**config.mk**
```make
export PLATFORM = sky130hd
export DESIGN_NAME = trap_ctrl
export DESIGN_NICKNAME = d
export VERILOG_FILES = /design/src/rtl/trap_ctrl.sv
export SDC_FILE = /design/constraint.sdc
export NUM_CORES = 1
export LEC_CHECK = 0
export BUFFER_PORTS_ARGS = -buffer_cell sky130_fd_sc_hd__buf_4
export CORE_MARGIN = 4
export CORE_UTILIZATION = 53
export DETAILED_ROUTE_END_ITERATION = 12
export HOLD_SLACK_MARGIN = 0.08
export PLACE_DENSITY = 0.89
export SETUP_SLACK_MARGIN = 0.4
export SYNTH_ARGS = -nofsm -noshare
export SYNTH_HDL_FRONTEND = slang
export SYNTH_SLANG_ARGS = --single-unit
```
**constraint.sdc**
```tcl
create_clock -name clk -period 4.05 [get_ports clk]
set_input_delay 0.81 -clock clk [delete_from_list [all_inputs] [get_ports clk]]
set_output_delay 0.81 -clock clk [all_outputs]
set_load 0.02 [all_outputs]
```
**src/rtl/trap_ctrl.sv**
```systemverilog
// Machine-mode trap/MRET sequencer: arbitrates exceptions, MRET and the external
// interrupt, then walks the CSR file one access per cycle before redirecting fetch.
module trap_ctrl #(
  parameter logic [11:0] CSR_NONE = 12'h000
) (
  input  logic        clk,
  input  logic        rst,
  input  logic        exc_req,
  input  logic [31:0] exc_cause,
  input  logic [31:0] exc_pc,
  input  logic        mret_req,
  input  logic        irq_ext,
  input  logic [31:0] irq_pc,
  input  logic [11:0] ex_csr_waddr,
  input  logic [31:0] ex_csr_wdata,
  input  logic [11:0] id_csr_raddr,
  input  logic [31:0] csr_rdata,
  output logic [11:0] csr_raddr,
  output logic [11:0] csr_waddr,
  output logic [31:0] csr_wdata,
  output logic        busy,
  output logic        flush,
  output logic        redirect_valid,
  output logic [31:0] redirect_pc
);

  localparam logic [11:0] CSR_MSTATUS = 12'h300;
  localparam logic [11:0] CSR_MTVEC   = 12'h305;
  localparam logic [11:0] CSR_MEPC    = 12'h341;
  localparam logic [11:0] CSR_MCAUSE  = 12'h342;
  localparam logic [31:0] IRQ_CAUSE   = 32'h8000_000B;

  typedef enum logic [2:0] {
    S_IDLE, S_SAVE_EPC, S_SAVE_CAUSE, S_UPD_STATUS,
    S_MRET_EPC, S_MRET_RDST, S_MRET_WRST, S_REDIRECT
  } state_t;

  state_t      state_q, state_d;
  logic        mie_q, mret_q;
  logic [31:0] cause_q, epc_q, mtvec_q, mstatus_q;

  logic        in_idle, take_exc, take_mret, take_irq;
  logic [31:0] trap_status, mret_status, trap_target;

  assign in_idle   = (state_q == S_IDLE);
  assign take_exc  = in_idle & exc_req;
  assign take_mret = in_idle & ~exc_req & mret_req;
  assign take_irq  = in_idle & ~exc_req & ~mret_req & irq_ext & mie_q;

  // Trap: MPIE<=MIE, MIE<=0, MPP<=M. MRET: MIE<=MPIE, MPIE<=1, MPP<=M.
  assign trap_status = {mstatus_q[31:13], 2'b11, mstatus_q[10:8], mstatus_q[3],
                        mstatus_q[6:4], 1'b0, mstatus_q[2:0]};
  assign mret_status = {mstatus_q[31:13], 2'b11, mstatus_q[10:8], 1'b1,
                        mstatus_q[6:4], mstatus_q[7], mstatus_q[2:0]};

  // Vectored mode only applies to interrupts; the offset wraps at 32 bits.
  assign trap_target = {mtvec_q[31:2], 2'b00} +
                       (((mtvec_q[1:0] == 2'b01) && cause_q[31]) ? {cause_q[29:0], 2'b00} : 32'h0);

  assign busy = ~in_idle;

  always_comb begin
    state_d        = state_q;
    csr_raddr      = CSR_NONE;
    csr_waddr      = CSR_NONE;
    csr_wdata      = '0;
    flush          = 1'b0;
    redirect_valid = 1'b0;
    redirect_pc    = '0;
    case (state_q)
      S_IDLE: begin
        csr_raddr = id_csr_raddr;
        csr_wdata = ex_csr_wdata;
        if (take_exc || take_irq) begin
          flush   = 1'b1;
          state_d = S_SAVE_EPC;
        end else if (take_mret) begin
          flush   = 1'b1;
          state_d = S_MRET_EPC;
        end else begin
          csr_waddr = ex_csr_waddr;
        end
      end
      S_SAVE_EPC: begin
        csr_waddr = CSR_MEPC;
        csr_wdata = epc_q;
        csr_raddr = CSR_MTVEC;
        state_d   = S_SAVE_CAUSE;
      end
      S_SAVE_CAUSE: begin
        csr_waddr = CSR_MCAUSE;
        csr_wdata = cause_q;
        csr_raddr = CSR_MSTATUS;
        state_d   = S_UPD_STATUS;
      end
      S_UPD_STATUS: begin
        csr_waddr = CSR_MSTATUS;
        csr_wdata = trap_status;
        state_d   = S_REDIRECT;
      end
      S_MRET_EPC: begin
        csr_raddr = CSR_MEPC;
        state_d   = S_MRET_RDST;
      end
      S_MRET_RDST: begin
        csr_raddr = CSR_MSTATUS;
        state_d   = S_MRET_WRST;
      end
      S_MRET_WRST: begin
        csr_waddr = CSR_MSTATUS;
        csr_wdata = mret_status;
        state_d   = S_REDIRECT;
      end
      S_REDIRECT: begin
        redirect_valid = 1'b1;
        redirect_pc    = mret_q ? {epc_q[31:2], 2'b00} : trap_target;
        state_d        = S_IDLE;
      end
      default: state_d = S_IDLE;
    endcase
  end

  always_ff @(posedge clk) begin
    if (rst) begin
      state_q   <= S_IDLE;
      mie_q     <= 1'b0;
      mret_q    <= 1'b0;
      cause_q   <= '0;
      epc_q     <= '0;
      mtvec_q   <= '0;
      mstatus_q <= '0;
    end else begin
      state_q <= state_d;
      case (state_q)
        S_IDLE: begin
          if (take_exc || take_irq) begin
            cause_q <= take_exc ? exc_cause : IRQ_CAUSE;
            epc_q   <= take_exc ? exc_pc : irq_pc;
            mie_q   <= 1'b0;
            mret_q  <= 1'b0;
          end else if (take_mret) begin
            mret_q <= 1'b1;
          end else if (ex_csr_waddr == CSR_MSTATUS) begin
            mie_q <= ex_csr_wdata[3];
          end
        end
        S_SAVE_EPC:   mtvec_q   <= csr_rdata;
        S_SAVE_CAUSE: mstatus_q <= csr_rdata;
        S_MRET_EPC:   epc_q     <= csr_rdata;
        S_MRET_RDST:  mstatus_q <= csr_rdata;
        S_MRET_WRST:  mie_q     <= mstatus_q[7];
        default: ;
      endcase
    end
  end

endmodule

```
* Word level (Yosys, flattened, before mapping)
Cells that the tools add are included.
Cells by class: divide/modulo/power cells 0, bitwise gates (word level) 9, $mul 0, shifts and indexed selects 0, multiplexer cells 25, add/sub/neg operators 1, $lt $le $gt $ge 0, equality and inequality tests 13, reduce and logical (&&, ||, !) cells 12
Operator list (count):
- 2-to-1 mux 32 bit | 6
- one-hot mux 32 bit (5 select lines) | 1
- one-hot mux 12 bit (4 select lines) | 2
- one-hot mux 32 bit (2 select lines) | 1
- adder 32 bit | 1
- 2-to-1 mux 12 bit | 2
- one-hot mux 3 bit (7 select lines) | 1
- equality test 12 x 10 -> 1 bit, second input constant | 1
- equality test 3 bit, second input constant | 4
- 2-to-1 mux 1 bit | 9
- AND 1 bit | 6
- equality test 3 x 2 -> 1 bit, second input constant | 2
- 2-to-1 mux 3 bit | 2
- != test 3 x 1 -> 1 bit, second input constant | 2
- AND reduction 2 bit | 3
- nonzero test 2 bit | 3
- OR reduction 2 bit | 2
- equality test 3 x 1 -> 1 bit, second input constant | 1
- logical NOT 3 bit | 1
- != test 3 x 2 -> 1 bit, second input constant | 1
- NOT 1 bit | 3
- AND reduction 3 bit | 1
- equality test 2 x 1 -> 1 bit, second input constant | 1
- != test 2 x 1 -> 1 bit, second input constant | 1
- other kinds (3) | 3
Word-level totals: register bits 133, bits in latches 0, input port bits 189, word-level logic and storage cells 67, bits in writable memories 0, memories kept 0, bits in read-only memories 0, output and inout port bits 91

* Logic depth before layout (Yosys ltp)
Gate-level depths: netlist of the first run.
word-level depth 8, depth in mapped cells 14, gate-level depth less buffers 13

* Least setup slack after synthesis of the first run
OpenSTA, ideal clock, no wires.
path kind register -> output, start point register cause_q[31], end point output redirect_pc[19], path slack 231 ps, path buffers 2, data required time 3240 ps, cell stages (with the launch flop) 13, arrival time 3009 ps, cells stage by stage dfxtp_1 > nand2_1 > nor2_1 > clkbuf_1 > clkbuf_1 > and2_1 > ha_1 > a21o_1 > a311o_1 > o31a_1 > a31oi_4 > xor2_1 > o21ai_0
Between the ends: word-level cells in the longest chain between the ends 5
RTL lines:
- start, declared | line 40 | logic [31:0] cause_q, epc_q, mtvec_q, mstatus_q;
- start signal, assigned | line 137 | cause_q <= take_exc ? exc_cause : IRQ_CAUSE;
- logical AND 1 bit | line 58 | (((mtvec_q[1:0] == 2'b01) && cause_q[31]) ? {cause_q[29:0], 2'b00} : 32'h0);
- 2-to-1 mux 32 bit | line 58
- adder 32 bit | line 57 | assign trap_target = {mtvec_q[31:2], 2'b00} +
- 2-to-1 mux 32 bit | line 116 | redirect_pc = mret_q ? {epc_q[31:2], 2'b00} : trap_target;
- 2-to-1 mux 32 bit | line 70 | case (state_q)
- end, declared | line 24 | output logic [31:0] redirect_pc
Every way passes these cells.

* Worst setup path after layout of the first run
start point register cause_q[31], end point output redirect_pc[29]
The elaborated chain is that of the path after synthesis.

==> key figures, run 1 <==
Routing
  • Drc violations: 0
  • DR top layer: met4
  • Avg WL per Cell: 20.6 µm
  • Vias: 11,100
  • Drt via density: 6.23
  • DR WL met2: 17,200 µm
  • Drt pass-1 iters: 6
  • DRT antenna net count: 0
  • Met1 WL: 14,000 µm
  • Met3 routed WL: 3750 µm
  • Drt initial violations: 1,579
  • Final WL: 36,600 µm

Pwr
  • Reg power frac: 0.346
  • Switching portion of total power: 0.354
  • P_sw: 1.62 mW
  • Peak supply drop: 0.000302 V
  • Internal power: 2.96 mW
  • Logic gate share of total power: 0.314
  • Pleak: 5.30 nW
  • Clock group share of total power: 0.340
  • Pwr/cell area: 365 nW/µm²

Critical path
  • Arrival time worst endpoint: 3.20 ns
  • Critical-path top delay cell: or4_1
  • Worst setup endpoint: redirect_pc[29]
  • Crit path from: cause_q[31]
  • Worst setup EP type: output pin
  • Setup CP Type: reg2out
  • Crit path max-delay family: simple AND/OR/NAND/NOR gates
  • Reg2reg end: epc_q[31]
  • Crit path buf inv count: 3
  • Internal reg-to-reg setup slack: 1.31 ns
  • Required time of the critical path: 3.24 ns
  • CP max stage delay: 0.47 ns
  • Reg2reg start: state_q[2]
  • Worst Reg2Reg Path Length in Cells: 8
  • WP depth: 14
  • Crit-path max FO: 7
  • CP cell instances: nand2_2 -> nor2_4 -> buf_6 -> buf_12 -> and2_1 -> ha_2 -> nand2_1 -> o21ai_2 -> o21ai_1 -> a21oi_2 -> a211oi_4 -> or4_1 -> o211ai_1 -> buf_4
  • Setup crit start kind: flop

Global route
  • Largest net degree at the start of global routing: 73
  • Total track usage: 0.360
  • Total gr overflow: 0
  • Initial antenna violation count: 0
  • First-pass GRT wire length: 56,600 µm
  • Number of global-route vias before repair: 10,700

Layout
  • Nets: 1,764
  • Layout cell share with drive strength beyond 1: 0.304
  • Storage cell area: 2630 µm²
  • Final core utilization: 0.757
  • Fillers: 1,232
  • Synthesis-to-layout area growth: 40.1%
  • Design Area, Final: 12,600 µm²
  • Antenna diodes: 0
  • Multi-input combinational cell area: 6380 µm²

Job
  • Max cap viols: 0

Floorplanning
  • Initial Util: 0.541
  • Row cnt: 47
  • Die X: 138 µm
  • Die area: 19,100 µm²
  • Core area: 16,600 µm²
  • I/O pin cnt: 280
  • Die Ht: 138 µm

Worst hold path
  • Hold crit path type: reg2reg

Synthesis
  • Synth area leader: dfxtp_1
  • Count leader, synth: nand2_1
  • Top cell type's share of synthesized area: 0.292
  • Synth unique cells: 62
  • Post-synthesis sequential area ratio: 0.292
  • Number of flops mapped to enable cells by yosys: 0
  • Commonest cells in the synthesized netlist: nand2_1, nor2_1, a21oi_1, dfxtp_1, clkbuf_1
  • Synth warnings: 0
  • Syn Area/Cell: 6.95 µm²
  • Cell count after synthesis: 1,291
  • Synthesized area: 8970 µm²
  • Synth area leaders: dfxtp_1, nand2_1, a21oi_1, mux2i_1, nor2_1
  • Flop and latch count out of synthesis: 131
  • Asr flop ratio synth: 0
  • Main synth FF type: dfxtp_1

Timing
  • Peak Freq: 249 MHz
  • Max Transition Viols Final: 0
  • Fin crit share: 0.991
  • Unrepaired setup endpoints after global routing: yes
  • Hold Vio Cnt, Final: 0
  • Slew @ Worst Pin: 0.947 ns
  • Rel. slew slack: 0.367
  • Setup Viol. Count Final: 0
  • Minimum clock period: 4.01 ns
  • Clock Skews: 0.00623 ns
  • Setup TNS: 0 ns

Clock network
  • Clk_lat worst skew: 0.43 ns
  • CTS Buf Count: 17
  • CTS tree: done
  • Clock Sinks: 131
  • Hold buffer count at CTS: 0
  • Clk buf depth: 2
  • Root Buffer: clkbuf_16
  • Reg clk slew, reported paths: 0.06 ns
  • H-tree depth: 4

Place
  • Post-DP HPWL: 25,200 µm
  • Port bufs: 277
  • Routability Congestion: 0.982
  • Cell Area, Placed: 11,200 µm²

Outcome
  • Status: finished, final reports clean
## through the flow
stage,hold WS (ns),worst slack (ns),total power [mW],cells
3_5_place_dp,0.448,0.286,2.95,1714
5_1_grt,0.487,-0.0227,4.75,1778
6_report,0.460,0.0380,4.58,1778
3_3_place_gp,0.439,0.362,2.92,1714
4_1_cts,0.459,0.111,4.52,1770
2_1_floorplan,0.432,0.411,2.38,1292
## state kept, by name (all words and copies together) (netlist names)
name and count:
cause_q 32, epc_q 32, mie_q 1, mret_q 1, mstatus_q 30, mtvec_q 32, state_q 3
## final cells by class
| class | count | share of cell area |
|---|---|---|
| multi-input cells | 1045 | 0.508 |
| repair buffers | 339 | 0.210 |
| flip-flops and latches | 131 | 0.210 |
| clock buffers | 20 | 0.0364 |
| well taps | 220 | 0.0219 |
| clock inverters | 12 | 0.0106 |
| inverters | 11 | 0.00329 |
## worst min-delay path by stage
stage | start | endpoint | slack, ns | cells after the start
after detailed placement | mstatus_q[31] | mstatus_q[31] | 0.45 | 2
after global routing | mstatus_q[3] | mstatus_q[3] | 0.49 | 2
after global placement | mstatus_q[3] | mstatus_q[3] | 0.44 | 2
after CTS | mstatus_q[3] | mstatus_q[3] | 0.46 | 2
after floorplan | mstatus_q[31] | mstatus_q[31] | 0.43 | 2
final | mstatus_q[3] | mstatus_q[3] | 0.46 | 2
## power by group through the flow
stage | sequential, mW | combinational (mW) | clock (mW)
after floorplan | 1.51 | 0.870 | 0
after global placement | 1.59 | 1.33 | 0
after detailed placement | 1.59 | 1.36 | 0
after CTS | 1.57 | 1.40 | 1.55
after global routing | 1.59 | 1.54 | 1.61
final | 1.58 | 1.44 | 1.56
## worst min-delay path, delay by kind of cell, from the launching register on
kind	cells	cell delay [ns]
DFF	1	0.31
and+or+nand+nor	1	0.05
AOI/OAI and AO/OA	1	0.05
## cell families after synthesis
group,after synthesis,synth area share
other,1,0.000418
AOI/OAI and AO/OA,360,0.250
DFF,131,0.292
and+or+nand+nor,564,0.267
muxes,69,0.0773
xor gates and xnor gates,20,0.0195
buffers and inverters,116,0.0515
adders and majority gates,30,0.0427
## per-layer routing
layer / up-vias / GRT usage
met5: - / 0
met4: 0 / 0.153
met3: 154 / 0.0770
met2: 753 / 0.599
met1: 5140 / 0.451
li1: 5024 / -
## cell usage in the layout (no fill, tap or decap), types with 29 or more instances in the layout
cell type / n
a21oi_1: 126
a22oi_1: 29
a311oi_1: 33
and2_1: 30
buf_4: 323
dfxtp_1: 125
mux2i_1: 66
nand2_1: 290
nor2_1: 148
o21ai_0: 49
## timing repair
action	4_1_cts	5_1_grt
endpoints found under the setup margin	25	37
pin swaps	35	22
gates resized for setup	83	44
gates cloned	1	0
buffers inserted	23	8
Note: power is estimated with default switching activity, not from simulation.
==> inputs of run 2 (changes only) <==
BUFFER_PORTS_ARGS = unset   (was -buffer_cell sky130_fd_sc_hd__buf_4)
CORE_UTILIZATION = 60   (was 53)
DONT_BUFFER_PORTS = 1   (was unset)
PLACE_DENSITY = 0.83   (was 0.89)
==> run 2 against run 1 <==
Compared with the run above:
- the flow now finishes with violations (negative setup slack)
- combinational power decreased by 21%
- critical path depth unchanged
- utilization shrank 2.3 points
- count of clock-buffer cells in the layout is 3 lower
- sequential cell count unchanged
- die area down 11%
- worst setup slack lost 0.049 ns
- largest cell class unchanged
==> key figures, run 2 (synthesis results as in run 1) <==
Place
  • Post-DP HPWL: 22,900 µm (-9.1%)
  • Cell Area, Placed: 9180 µm² (-18%)
  • Routability Congestion: 0.946 (-3.7%)
  • Port bufs: 0 (-100%)

Clock network
  • Clock Sinks: 131 (unchanged)
  • CTS Buf Count: 17 (unchanged)
  • Reg clk slew, reported paths: 0.07 ns (about the same)
  • Clk buf depth: 2 (unchanged)
  • CTS tree: done
  • Root Buffer: clkbuf_16
  • Clk_lat worst skew: 0.44 ns (about the same)
  • H-tree depth: 4 (unchanged)

Timing
  • Hold Vio Cnt, Final: 0 (unchanged)
  • Rel. slew slack: 0.219 (-0.148)
  • Setup Viol. Count Final: 1 (+1)
  • Minimum clock period: 4.06 ns (+0.0491 ns)
  • Setup TNS: -0.0111 ns (-0.0111 ns)
  • Max Transition Viols Final: 0 (unchanged)
  • Slew @ Worst Pin: 1.17 ns (+0.224 ns)
  • Unrepaired setup endpoints after global routing: yes
  • Peak Freq: 246 MHz (-1.2%)
  • Clock Skews: 0.00966 ns (+0.00343 ns)
  • Setup ws final: -0.0111 ns (-0.0491 ns)
  • Fin crit share: 1.00 (+0.0121)

Layout
  • Fillers: 1,159 (-5.9%)
  • Biggest regs: cause_q: 32 flops, epc_q: 32 flops, mtvec_q: 32 flops
  • Synthesis-to-layout area growth: 19.5%
  • Commonest non-fill, non-tap cells in the layout: nand2_1, nor2_1, a21oi_1, dfxtp_1, buf_4
  • Nets: 1,510 (-14%)
  • Design Area, Final: 10,700 µm² (-15%)
  • Most common cell after layout, fill and taps aside: nand2_1
  • Layout cell share with drive strength beyond 1: 0.176 (-0.128)

Global route
  • Largest net degree at the start of global routing: 132 (+81%)
  • Initial antenna violation count: 2 (+2)
  • First-pass GRT wire length: 49,800 µm (-12%)
  • Total gr overflow: 0 (unchanged)
  • Number of global-route vias before repair: 9,183 (-14%)
  • Total track usage: 0.381 (+0.0212)

Routing
  • Vias: 9,914 (-10%)
  • Avg WL per Cell: 22.9 µm (+11%)
  • DRT antenna net count: 0 (unchanged)
  • Final WL: 34,100 µm (-6.9%)
  • Drc violations: 0 (unchanged)
  • Drt initial violations: 1,146 (-27%)
  • Drt pass-1 iters: 5 (-1)
  • Drt via density: 6.65 (+6.9%)

Critical path
  • Required time of the critical path: 3.24 ns (about the same)
  • Crit-path max FO: 6 (-1)
  • Setup CP Type: reg2out
  • Setup crit start kind: flop
  • Crit path from: cause_q[31]
  • Arrival time worst endpoint: 3.25 ns (+0.05 ns)
  • Reg2reg start: state_q[2]
  • Worst Reg2Reg Path Length in Cells: 7 (-1)
  • Internal reg-to-reg setup slack: 1.01 ns (-0.30 ns)
  • Reg2reg end: epc_q[29]
  • Worst setup endpoint: redirect_pc[18]
  • Worst setup EP type: output pin

Worst hold path
  • Hold crit path type: in2reg

Floorplanning
  • Row cnt: 44 (-6.4%)
  • Core area: 14,600 µm² (-12%)
  • Initial Util: 0.615 (+0.0739)
  • Die Ht: 130 µm (-5.7%)
  • Die area: 17,000 µm² (-11%)
  • I/O pin cnt: 280 (unchanged)
  • Die X: 130 µm (-5.7%)

Outcome
  • Status: finished with violations
  • Failing checks: negative setup slack

Pwr
  • Clock group share of total power: 0.378 (+0.038)
  • P_sw: 1.56 mW (-3.7%)
  • Logic gate share of total power: 0.263 (-0.051)
  • Peak supply drop: 0.000341 V (+13%)
  • Reg power frac: 0.359 (+0.013)
  • Pleak: 4.10 nW (-23%)
  • Pwr/cell area: 405 nW/µm² (+11%)
  • Internal power: 2.78 mW (-6.0%)
  • Switching portion of total power: 0.360 (+0.00563)

Job
  • Max cap viols: 0 (unchanged)
==> run 2: worst min path at each step <==
stage               slack [ns]            end  cells past startpoint     startpoint
CTS                       0.44     state_q[0]                      1            rst
floorplan                 0.43  mstatus_q[31]                      2  mstatus_q[31]
global placement          0.44   mstatus_q[3]                      2   mstatus_q[3]
detailed placement        0.44     mtvec_q[1]                      2     mtvec_q[1]
global route              0.44     state_q[0]                      1            rst
finish                    0.45       epc_q[4]                      1            rst
==> run 2: final cells by class <==
cell class	instances	area, µm²	share of cell area
timing repair buffer	85	723	0.0675
clock inverter	15	195	0.0182
multi-input combinational	1045	6460	0.603
sequential	131	2630	0.246
tap	184	230	0.0215
inverter	11	41.3	0.00385
antenna	2	5.00	0.000467
clock buffer	17	425	0.0397
==> run 2: what timing repair did <==
item                                    in CTS  in global routing
hold buffers                                 0                  0
resized for setup                          116                 36
gates cloned                                 2                  0
buffers inserted                            21                 11
pin swaps                                   47                 30
endpoints found under the setup margin      25                 27
==> run 2: through the flow <==
| step | cells | hold WS (ns) | setup slack, ns | util | total power [mW] |
|---|---|---|---|---|---|
| 6_report | 1490 | 0.448 | -0.0111 | 0.735 | 4.34 |
| 2_1_floorplan | 1292 | 0.432 | 0.411 | - | 2.38 |
| 3_3_place_gp | 1422 | 0.438 | 0.295 | 0.629 | 2.61 |
| 3_5_place_dp | 1422 | 0.444 | 0.207 | 0.629 | 2.63 |
| 5_1_grt | 1490 | 0.439 | -0.135 | 0.735 | 4.49 |
| 4_1_cts | 1477 | 0.436 | -0.00993 | 0.718 | 4.29 |
==> run 2: power by group through the flow <==
stage / combinational, mW / sequential (mW) / clock, mW
2_1_floorplan: 0.870 / 1.51 / 0
3_3_place_gp: 1.05 / 1.57 / 0
3_5_place_dp: 1.06 / 1.57 / 0
4_1_cts: 1.10 / 1.55 / 1.64
5_1_grt: 1.23 / 1.57 / 1.69
6_report: 1.14 / 1.56 / 1.64
==> run 2: metal layers <==
layer	global-route usage	part of all wire	up-vias
li1	-	-	4528
met1	0.480	0.37	4584
met2	0.613	0.46	689
met3	0.0896	0.12	113
met4	0.186	0.045	0
met5	0	0	-
==> run 2: worst max-delay path: stages (launching register included) <==
cell and delay, ns:
dfxtp_2 0.34, nand2_2 0.06, nor2_4 0.17, buf_12 0.14, buf_16 0.11, nand2_4 0.06
fa_2 0.40, nand2b_4 0.17, a21oi_4 0.17, o211ai_1 0.16, a21oi_2 0.22, nor2b_2 0.08
or4_4 0.42, o211ai_1 0.12, buf_4 0.18
